**src/rtl/sqrt_if.sv**
```systemverilog
// sqrt_if: operand and result valid/ready channels for sqrt_iter, with tag sideband.
interface sqrt_if #(
  parameter int IN_W   = 11,
  parameter int IN_FB  = 3,
  parameter int OUT_FB = 8,
  parameter int TAG_W  = 4
);
  localparam int OUT_W = (IN_W + 2 * OUT_FB - IN_FB + 1) / 2;
  logic             in_valid;
  logic             in_ready;
  logic [IN_W-1:0]  a;
  logic [TAG_W-1:0] in_tag;
  logic             out_valid;
  logic             out_ready;
  logic [OUT_W-1:0] q;
  logic [OUT_W:0]   rem;
  logic             exact;
  logic [TAG_W-1:0] out_tag;
  modport master (
    output in_valid, a, in_tag, out_ready,
    input  in_ready, out_valid, q, rem, exact, out_tag
  );
  modport slave (
    input  in_valid, a, in_tag, out_ready,
    output in_ready, out_valid, q, rem, exact, out_tag
  );
endinterface

```
**src/rtl/sqrt_iter.sv**
```systemverilog
// sqrt_iter: restoring digit-by-digit fixed-point floor(sqrt(a)), one root bit per cycle.
// Defining SQRT_ROUND_EN adds a one-cycle round-to-nearest step on q.
module sqrt_iter #(
  parameter int IN_W   = 11,
  parameter int IN_FB  = 3,
  parameter int OUT_FB = 8,
  parameter int TAG_W  = 4
) (
  input  logic clk,
  input  logic rst,
  sqrt_if.slave bus
);
  localparam int SH    = 2 * OUT_FB - IN_FB;
  localparam int RW    = (IN_W + SH + 1) / 2 * 2;
  localparam int OUT_W = RW / 2;
  localparam int CW    = $clog2(OUT_W + 1);
  typedef enum logic [1:0] {IDLE, CALC, ROUND, HOLD} state_t;
  state_t           state_q, state_d;
  logic [RW-1:0]    r_q, r_d;
  logic [OUT_W-1:0] root_q, root_d;
  logic [OUT_W:0]   rem_q, rem_d;
  logic [CW-1:0]    i_q, i_d;
  logic [TAG_W-1:0] tag_q, tag_d;
  logic [OUT_W+2:0] acc, trial;
  logic             fit, accept;
  assign bus.in_ready  = !rst && (state_q == IDLE || (state_q == HOLD && bus.out_ready));
  assign bus.out_valid = state_q == HOLD;
  assign bus.q         = root_q;
  assign bus.rem       = rem_q;
  assign bus.exact     = state_q == HOLD && rem_q == '0;
  assign bus.out_tag   = tag_q;
  assign accept        = bus.in_valid && bus.in_ready;
  // The radicand is consumed two bits at a time from its top, so it shifts left each step.
  assign acc   = {rem_q, r_q[RW-1 -: 2]};
  assign trial = {1'b0, root_q, 2'b01};
  assign fit   = acc >= trial;
  always_comb begin
    state_d = state_q;
    r_d     = r_q;
    root_d  = root_q;
    rem_d   = rem_q;
    i_d     = i_q;
    tag_d   = tag_q;
    case (state_q)
      CALC: begin
        rem_d  = fit ? (OUT_W+1)'(acc - trial) : (OUT_W+1)'(acc);
        root_d = {root_q[OUT_W-2:0], fit};
        r_d    = r_q << 2;
        i_d    = i_q - CW'(1);
        if (i_q == '0) begin
`ifdef SQRT_ROUND_EN
          state_d = ROUND;
`else
          state_d = HOLD;
`endif
        end
      end
      ROUND: begin
        root_d  = (rem_q > {1'b0, root_q} && root_q != '1) ? root_q + OUT_W'(1) : root_q;
        state_d = HOLD;
      end
      HOLD: state_d = bus.out_ready ? IDLE : HOLD;
      default: state_d = state_q;
    endcase
    if (accept) begin
      r_d     = RW'(bus.a) << SH;
      tag_d   = bus.in_tag;
      root_d  = '0;
      rem_d   = '0;
      i_d     = CW'(OUT_W - 1);
      state_d = (bus.a == '0) ? HOLD : CALC;
    end
  end
  always_ff @(posedge clk) begin
    if (rst) begin
      state_q <= IDLE;
      r_q     <= '0;
      root_q  <= '0;
      rem_q   <= '0;
      i_q     <= '0;
      tag_q   <= '0;
    end else begin
      state_q <= state_d;
      r_q     <= r_d;
      root_q  <= root_d;
      rem_q   <= rem_d;
      i_q     <= i_d;
      tag_q   <= tag_d;
    end
  end
endmodule

```
**src/flat_wrapper.sv**
```systemverilog
// flat-port wrapper written by rule: the top's interface ports become plain ports
module sqrt_iter_flat 
#(
  parameter int IN_W   = 11,
  parameter int IN_FB  = 3,
  parameter int OUT_FB = 8,
  parameter int TAG_W  = 4
)
  (clk, rst, bus_in_valid, bus_a, bus_in_tag, bus_out_ready, bus_in_ready, bus_out_valid, bus_q, bus_rem, bus_exact, bus_out_tag);
  sqrt_if #(.IN_W(IN_W), .IN_FB(IN_FB), .OUT_FB(OUT_FB), .TAG_W(TAG_W)) bus_i ();
  input  logic clk;
  input  logic rst;
  input wire logic [$bits(bus_i.in_valid)-1:0] bus_in_valid;
  input wire logic [$bits(bus_i.a)-1:0] bus_a;
  input wire logic [$bits(bus_i.in_tag)-1:0] bus_in_tag;
  input wire logic [$bits(bus_i.out_ready)-1:0] bus_out_ready;
  output wire logic [$bits(bus_i.in_ready)-1:0] bus_in_ready;
  output wire logic [$bits(bus_i.out_valid)-1:0] bus_out_valid;
  output wire logic [$bits(bus_i.q)-1:0] bus_q;
  output wire logic [$bits(bus_i.rem)-1:0] bus_rem;
  output wire logic [$bits(bus_i.exact)-1:0] bus_exact;
  output wire logic [$bits(bus_i.out_tag)-1:0] bus_out_tag;
  assign bus_i.in_valid = bus_in_valid;
  assign bus_i.a = bus_a;
  assign bus_i.in_tag = bus_in_tag;
  assign bus_i.out_ready = bus_out_ready;
  assign bus_in_ready = bus_i.in_ready;
  assign bus_out_valid = bus_i.out_valid;
  assign bus_q = bus_i.q;
  assign bus_rem = bus_i.rem;
  assign bus_exact = bus_i.exact;
  assign bus_out_tag = bus_i.out_tag;
  sqrt_iter #(.IN_W(IN_W), .IN_FB(IN_FB), .OUT_FB(OUT_FB), .TAG_W(TAG_W)) u_core (.clk(clk), .rst(rst), .bus(bus_i));
endmodule
```
**config.mk**
```make
export PLATFORM = sky130hd
export DESIGN_NAME = sqrt_iter_flat
export DESIGN_NICKNAME = d
export VERILOG_FILES = /design/src/rtl/sqrt_if.sv /design/src/rtl/sqrt_iter.sv /design/src/flat_wrapper.sv
export SDC_FILE = /design/constraint.sdc
export NUM_CORES = 1
export LEC_CHECK = 0
export ABC_AREA = 0
export BUFFER_PORTS_ARGS = -buffer_cell sky130_fd_sc_hd__buf_2
export CAP_MARGIN = 20
export CORE_ASPECT_RATIO = 0.6
export CORE_MARGIN = 1
export CORE_UTILIZATION = 51
export CTS_CLUSTER_DIAMETER = 200
export DETAILED_ROUTE_END_ITERATION = 10
export HOLD_SLACK_MARGIN = 0.03
export PLACE_DENSITY = 0.77
export SLEW_MARGIN = 20
export SYNTH_ARGS = -nofsm -noshare
export SYNTH_HDL_FRONTEND = slang
export SYNTH_SLANG_ARGS = --single-unit
```
**constraint.sdc**
```tcl
create_clock -name clk -period 2.3 [get_ports clk]
set_clock_uncertainty 0.1 [all_clocks]
set_input_delay 0.23 -clock clk [delete_from_list [all_inputs] [get_ports clk]]
set_output_delay 0.23 -clock clk [all_outputs]
set_load 0.005 [all_outputs]
```
==> qor.yml, run 1 <==
power:
  p_leak_nw: 1.78
  p_sw_share_pct: 39.9
  p_int_w: 0.00251
  power.density_mw_per_mm2: 1000
  clock_power_share_pct: 17.4
  peakVddDrop_mv: 0.655
  p_total_w: 0.00417
  p_seq_share_pct: 24.0
  p_switching_w: 0.00166
  combinationalPowerShare_pct: 58.6
detailed_routing:
  drt-initial-drc-count: 336
  first_pass_iters: 7
  vias: 3435
  drc: 0
  wl_per_cell_um: 17.8
  viasPerCell: 6.01
  drt-total-wl_mm: 10.2
  postRouteAntennaNets: 0
finish:
  drive_gt1_share_pct: 38.4
  final_cell_mix: "buf_4 (61), buf_2 (50), nand2_1 (40), dfxtp_1 (33)"
  final_common_cell: "buf_4"
  fin_util_pct: 78.6
  finalNonFillerCells: 572
  num_antenna_cells: 0
  area_growth_pct: 41.9
  nNetsFinal: 530
timing:
  rsz0062_at_grt: "yes"
  finalCritPeriodShare_pct: 107
  min_period_ps: 2460
  worst_pin_slew_ps: 538
  max_freq_mhz: 407
  setup_viol: 12
  slew_viol_final: 0
  hold_viol_final: 0
  fin_ws_ps: -160
  setup_tns_ps: -673
  slew_headroom_pct: 64.0
synth:
  yosysWarnings: 0
  yosysTopAreaCellShare_pct: 31.3
  synth-main-ff-cell: "dfxtp_1"
  ys_ff_latch: 46
  synthCells: 384
  syn-num-nets: 420
  seq_area_frac_synth_pct: 31.3
  synth_edf_count: 0
  synth_top_cell_by_area: "dfxtp_1"
  synth.area.top_cells: "dfxtp_1 (31%), ha_1 (7.2%), o21ai_0 (6.6%)"
  synth-async-reset-ratio_pct: 0
  avgSynthCellArea_um2: 7.65
  netlist-cell-type-count: 52
  netlist_area_mm2: 0.00294
floorplanning:
  core.rowCount: 20
  io_pins: 51
  start_util_pct: 55.4
  die_w_um: 100
  die_area_mm2: 0.00608
  coreArea_mm2: 0.00531
  die_height_um: 60.8
cts:
  cts_root_buf: "clkbuf_8"
  h-tree-depth: 2
  cts_sinks: 46
  insertion_delay_ps: 310
  clkTransAtPathRegs_ps: 110
  cts_buffers: 5
  cts_tree: "yes"
  clk_path_buf_depth: 2
global_route:
  track_usage_pct: 31.3
  antenna_found_initial: 0
  grt_pass1_wl_mm: 14.4
  overflow: 0
  first_global_vias: 2895
  grt_max_degree: 24
outcome:
  status: "finished, violations left"
  failed_checks: "setup timing"
setup_path:
  cp.required_ps: 2380
  start_kind: "flip-flop"
  crit_slowest_cell: "dfxtp_4"
  worst_path_largest_cell_delay_ps: 360
  worstPathCellList: "inv_2 > ha_4 > a21o_1 > a21o_1 > o311a_1 > o21a_1 > buf_6 > a221o_1 > a32oi_1 > nor2_1"
  cp_common_cell: "a21o_1"
  crit_path_max_fanout: 5
  critPathKind: "reg -> reg"
  cp.arrival_ps: 2540
  cp-end-kind: "flip-flop"
placed_design:
  gp_congestion: 0.963
  placed_cells: 552
  dp_hpwl_mm: 6.70
  port_buffers: 50
run:
  drv_cap: 0
min_path:
  hold_class: "in -> reg"
## worst paths after layout
check	startpoint	endpoint	slack [ps]	depth (start not counted)
max reg2reg	u_core.bus.q[2]	u_core.bus.q[7]	-160	10
max	u_core.bus.q[2]	u_core.bus.q[7]	-160	10
min	bus_a[2]	u_core.r_q[15]	30	3
min reg2reg	u_core.bus.out_tag[3]	u_core.bus.out_tag[3]	380	2
## layer usage
| layer | up-vias | GRT usage (%) | share of wire (%) |
|---|---|---|---|
| met3 | 34 | 4.72 | 10 |
| met5 | - | 0 | 0 |
| met4 | 0 | 6.63 | 1.8 |
| li1 | 1615 | - | - |
| met2 | 219 | 49.3 | 45 |
| met1 | 1567 | 45.8 | 43 |
## cell usage after synthesis, drive strengths merged, types with 7 or more instances
| library cell | instances |
|---|---|
| nor2 | 34 |
| nand2b | 7 |
| o21ai | 39 |
| mux2i | 9 |
| xnor2 | 10 |
| dfxtp | 46 |
| ha | 17 |
| inv | 24 |
| a311oi | 8 |
| clkbuf | 16 |
| nand3 | 14 |
| nand2 | 42 |
| a21o | 7 |
| a21oi | 31 |
## worst max-delay path, delay by kind of cell, from the launching register on
kind            cells  cell delay (ps)
buf+inv             2              180
fa+ha+maj           1              210
flops               1              360
compound gates      6             1420
simple gates        1               60
## per-stage QoR
stage / instance area (um^2) / setup WS, ps / hold WS (ps)
floorplan: 2970 / -9.06 / 238
global placement: 3690 / -114 / 323
detailed placement: 3690 / -143 / 335
CTS: 3930 / -92.4 / 32.6
global route: 4170 / -194 / 50.6
finish: 4170 / -160 / 32.1
## layout make-up
type	count	area, um^2
clock buffers	7	108
clock inverters	1	30.0
fillers	351	1140
inverters	24	90.1
multi-input cells	296	2090
flip-flops and latches	46	940
well taps	77	96.3
repair buffers	121	817
## cells by family after synthesis
group / share of synthesized area, %
fa+ha+maj: 7.24
mux: 3.45
xor+xnor: 3.88
compound gates: 26.6
simple gates: 21.6
buf+inv: 5.92
flops: 31.3
## sequential cells by signal, indices dropped and copies added, names as in the netlist
register,count
u_core.bus.rem,13
u_core.r_q,11
u_core.i_q,4
u_core.bus.q,12
u_core.bus.out_tag,4
u_core.state_q,2
## power by group through the flow
stage / logic [W] / registers [W] / clock network, W
floorplan: 0.00120 / 0.00101 / 0
global placement: 0.00190 / 0.000992 / 0
detailed placement: 0.00194 / 0.000996 / 0
CTS: 0.00205 / 0.000981 / 0.000717
global route: 0.00260 / 0.00101 / 0.000748
finish: 0.00244 / 0.00100 / 0.000724
## timing repair
item,4_1_cts,5_1_grt
hold endpoints to repair,3,0
endpoints found under the setup margin,15,26
buffers inserted,3,5
resized for setup,12,47
pin swaps,11,28
cloned,1,0
hold buffers,3,0
No activity file was read; power rests on OpenSTA's default activity.
==> inputs of run 2 (changes only) <==
--- a/config.mk
+++ b/config.mk
@@ -14,7 +14,7 @@
 export CTS_CLUSTER_DIAMETER = 200
 export DETAILED_ROUTE_END_ITERATION = 10
 export HOLD_SLACK_MARGIN = 0.03
-export PLACE_DENSITY = 0.77
+export PLACE_DENSITY = 0.87
 export SLEW_MARGIN = 20
 export SYNTH_ARGS = -nofsm -noshare
 export SYNTH_HDL_FRONTEND = slang
==> run 2 against run 1 <==
Compared with the run above:
- non-clock buffer count is 2 higher
- the flow still finishes with violations (setup timing)
- highest routed layer unchanged
- wire length is 9.8% higher
- final cell count is 0.35% higher
- final area stayed put
- critical path type unchanged
==> qor.yml, run 2 (synthesized netlist as in run 1, its figures left out) <==
power:
  power.density_mw_per_mm2: 1040  # +4.1%
  p_seq_share_pct: 23.1  # -0.9 points
  peakVddDrop_mv: 0.555  # -15%
  clock_power_share_pct: 16.7  # -0.7 points
  p_sw_share_pct: 40.4  # +0.50 points
  p_switching_w: 0.00175  # +5.4%
  p_leak_nw: 1.81  # +1.8%
  p_int_w: 0.00259  # +3.2%
  combinationalPowerShare_pct: 60.1  # +1.5 points
  p_total_w: 0.00434  # +4.1%
detailed_routing:
  drt-initial-drc-count: 599  # +78%
  first_pass_iters: 6  # -1
  viasPerCell: 6.36  # +6.0%
  drt-total-wl_mm: 11.2  # +9.8%
  vias: 3653  # +6.3%
  postRouteAntennaNets: 0  # unchanged
  drc: 0  # unchanged
  wl_per_cell_um: 19.5  # +9.4%
global_route:
  overflow: 0  # unchanged
  antenna_found_initial: 0  # unchanged
  track_usage_pct: 33.9  # +2.6 points
  first_global_vias: 3166  # +9.4%
  grt_pass1_wl_mm: 15.7  # +8.7%
  grt_max_degree: 25  # +4.2%
setup_path:
  cp-end-kind: "flip-flop"
  critPathKind: "reg -> reg"
  worstPathCellList: "inv_1 > ha_1 > nand3_2 > nor2_1 > o311a_1 > o21a_4 > buf_6 > a221o_1 > a32oi_1 > nor2_1"
  crit_slowest_cell: "dfxtp_2"
  worst_path_largest_cell_delay_ps: 350  # about the same
  cp.required_ps: 2390  # about the same
  start_kind: "flip-flop"
  cp.arrival_ps: 2570  # +30 ps
  cp_common_cell: "nor2_1"
  crit_path_max_fanout: 5  # unchanged
timing:
  min_period_ps: 2480  # +17.2 ps
  max_freq_mhz: 404  # -0.70%
  fin_ws_ps: -177  # -17.2 ps
  slew_headroom_pct: 63.1  # -0.85 points
  rsz0062_at_grt: "yes"
  setup_viol: 22  # +10
  setup_tns_ps: -1280  # -609 ps
  hold_viol_final: 0  # unchanged
  timing.hold.ws_ps: 32.9  # +0.772 ps
  slew_viol_final: 0  # unchanged
  worst_pin_slew_ps: 548  # +9.38 ps
  finalCritPeriodShare_pct: 108  # +0.75 points
placed_design:
  gp_congestion: 0.953  # -1.0%
  port_buffers: 50  # unchanged
  dp_hpwl_mm: 6.99  # +4.3%
floorplanning:
  coreArea_mm2: 0.00531  # unchanged
  die_height_um: 60.8  # unchanged
  core.rowCount: 20  # unchanged
  start_util_pct: 55.4  # unchanged
  die_area_mm2: 0.00608  # unchanged
  die_w_um: 100  # unchanged
  io_pins: 51  # unchanged
outcome:
  status: "finished, violations left"
  failed_checks: "setup timing"
finish:
  fin_util_pct: 78.6  # unchanged
  area_growth_pct: 41.9  # unchanged
  drive_gt1_share_pct: 36.4  # -2.0 points
  final_common_cell: "buf_4"
  largest_register_ffs: 13  # unchanged
  num_antenna_cells: 0  # unchanged
  nNetsFinal: 532  # +0.38%
  final_cell_mix: "buf_4 (61), buf_2 (50), nand2_1 (41), dfxtp_1 (34), o21ai_0 (32)"
cts:
  insertion_delay_ps: 320  # about the same
  cts_buffers: 5  # unchanged
  clk_path_buf_depth: 2  # unchanged
  clkTransAtPathRegs_ps: 100  # about the same
  cts_sinks: 46  # unchanged
  h-tree-depth: 2  # unchanged
  cts_tree: "yes"
  cts_root_buf: "clkbuf_8"
min_path:
  hold_class: "in -> reg"
run:
  drv_cap: 0  # unchanged
## run 2: worst paths after layout
check | start | to | slack (ps) | cells after the start
setup reg to reg | u_core.bus.q[3] | u_core.bus.q[9] | -180 | 10
hold reg to reg | u_core.r_q[13] | u_core.r_q[13] | 380 | 2
setup / recovery | u_core.bus.q[3] | u_core.bus.q[9] | -180 | 10
hold / removal | bus_in_tag[1] | u_core.bus.out_tag[1] | 30 | 3
## run 2: power groups by stage
stage	Combinational (W)	Clock, W	Sequential [W]
floorplan	0.00120	0	0.00101
global placement	0.00189	0	0.000991
detailed placement	0.00195	0	0.000999
CTS	0.00213	0.000718	0.000984
global route	0.00274	0.000749	0.00101
finish	0.00261	0.000727	0.00100
## run 2: final cells by class
class | count | area (um^2)
fill | 364 | 1140
inverter | 24 | 90.1
clock buffer | 7 | 108
tap | 77 | 96.3
clock inverter | 1 | 30.0
multi-input combinational | 296 | 2060
sequential | 46 | 941
timing repair buffer | 123 | 845
## run 2: what timing repair did
item / CTS / global route
gates cloned: 0 / 1
resized for setup: 18 / 40
hold buffers: 2 / 0
setup buffers: 6 / 7
pin swaps: 11 / 25
setup endpoints to repair: 22 / 26
endpoints found under the hold margin: 2 / 0
## run 2: worst max-delay path, delay by kind of cell, from the launching register on
family / cells / cell delay [ps]
AOI/OAI and AO/OA: 4 / 1090
adders and majority gates: 1 / 330
buffers and inverters: 2 / 160
DFF: 1 / 350
and+or+nand+nor: 3 / 300
## run 2: per-stage QoR
stage | worst slack (ps) | cell area (um^2) | instances
final | -177 | 4170 | 574
after global routing | -229 | 4170 | 574
after CTS | -49.4 | 3940 | 566
after detailed placement | -128 | 3670 | 550
after global placement | -112 | 3670 | 550
after floorplan | -9.06 | 2970 | 384
## run 2: metal layers
metal  global-route usage (%)  wire length [um]
met2                     57.1              4900
met5                     3.08                 0
met4                     8.28               419
met3                     5.18              1340
met1                     46.3              4530
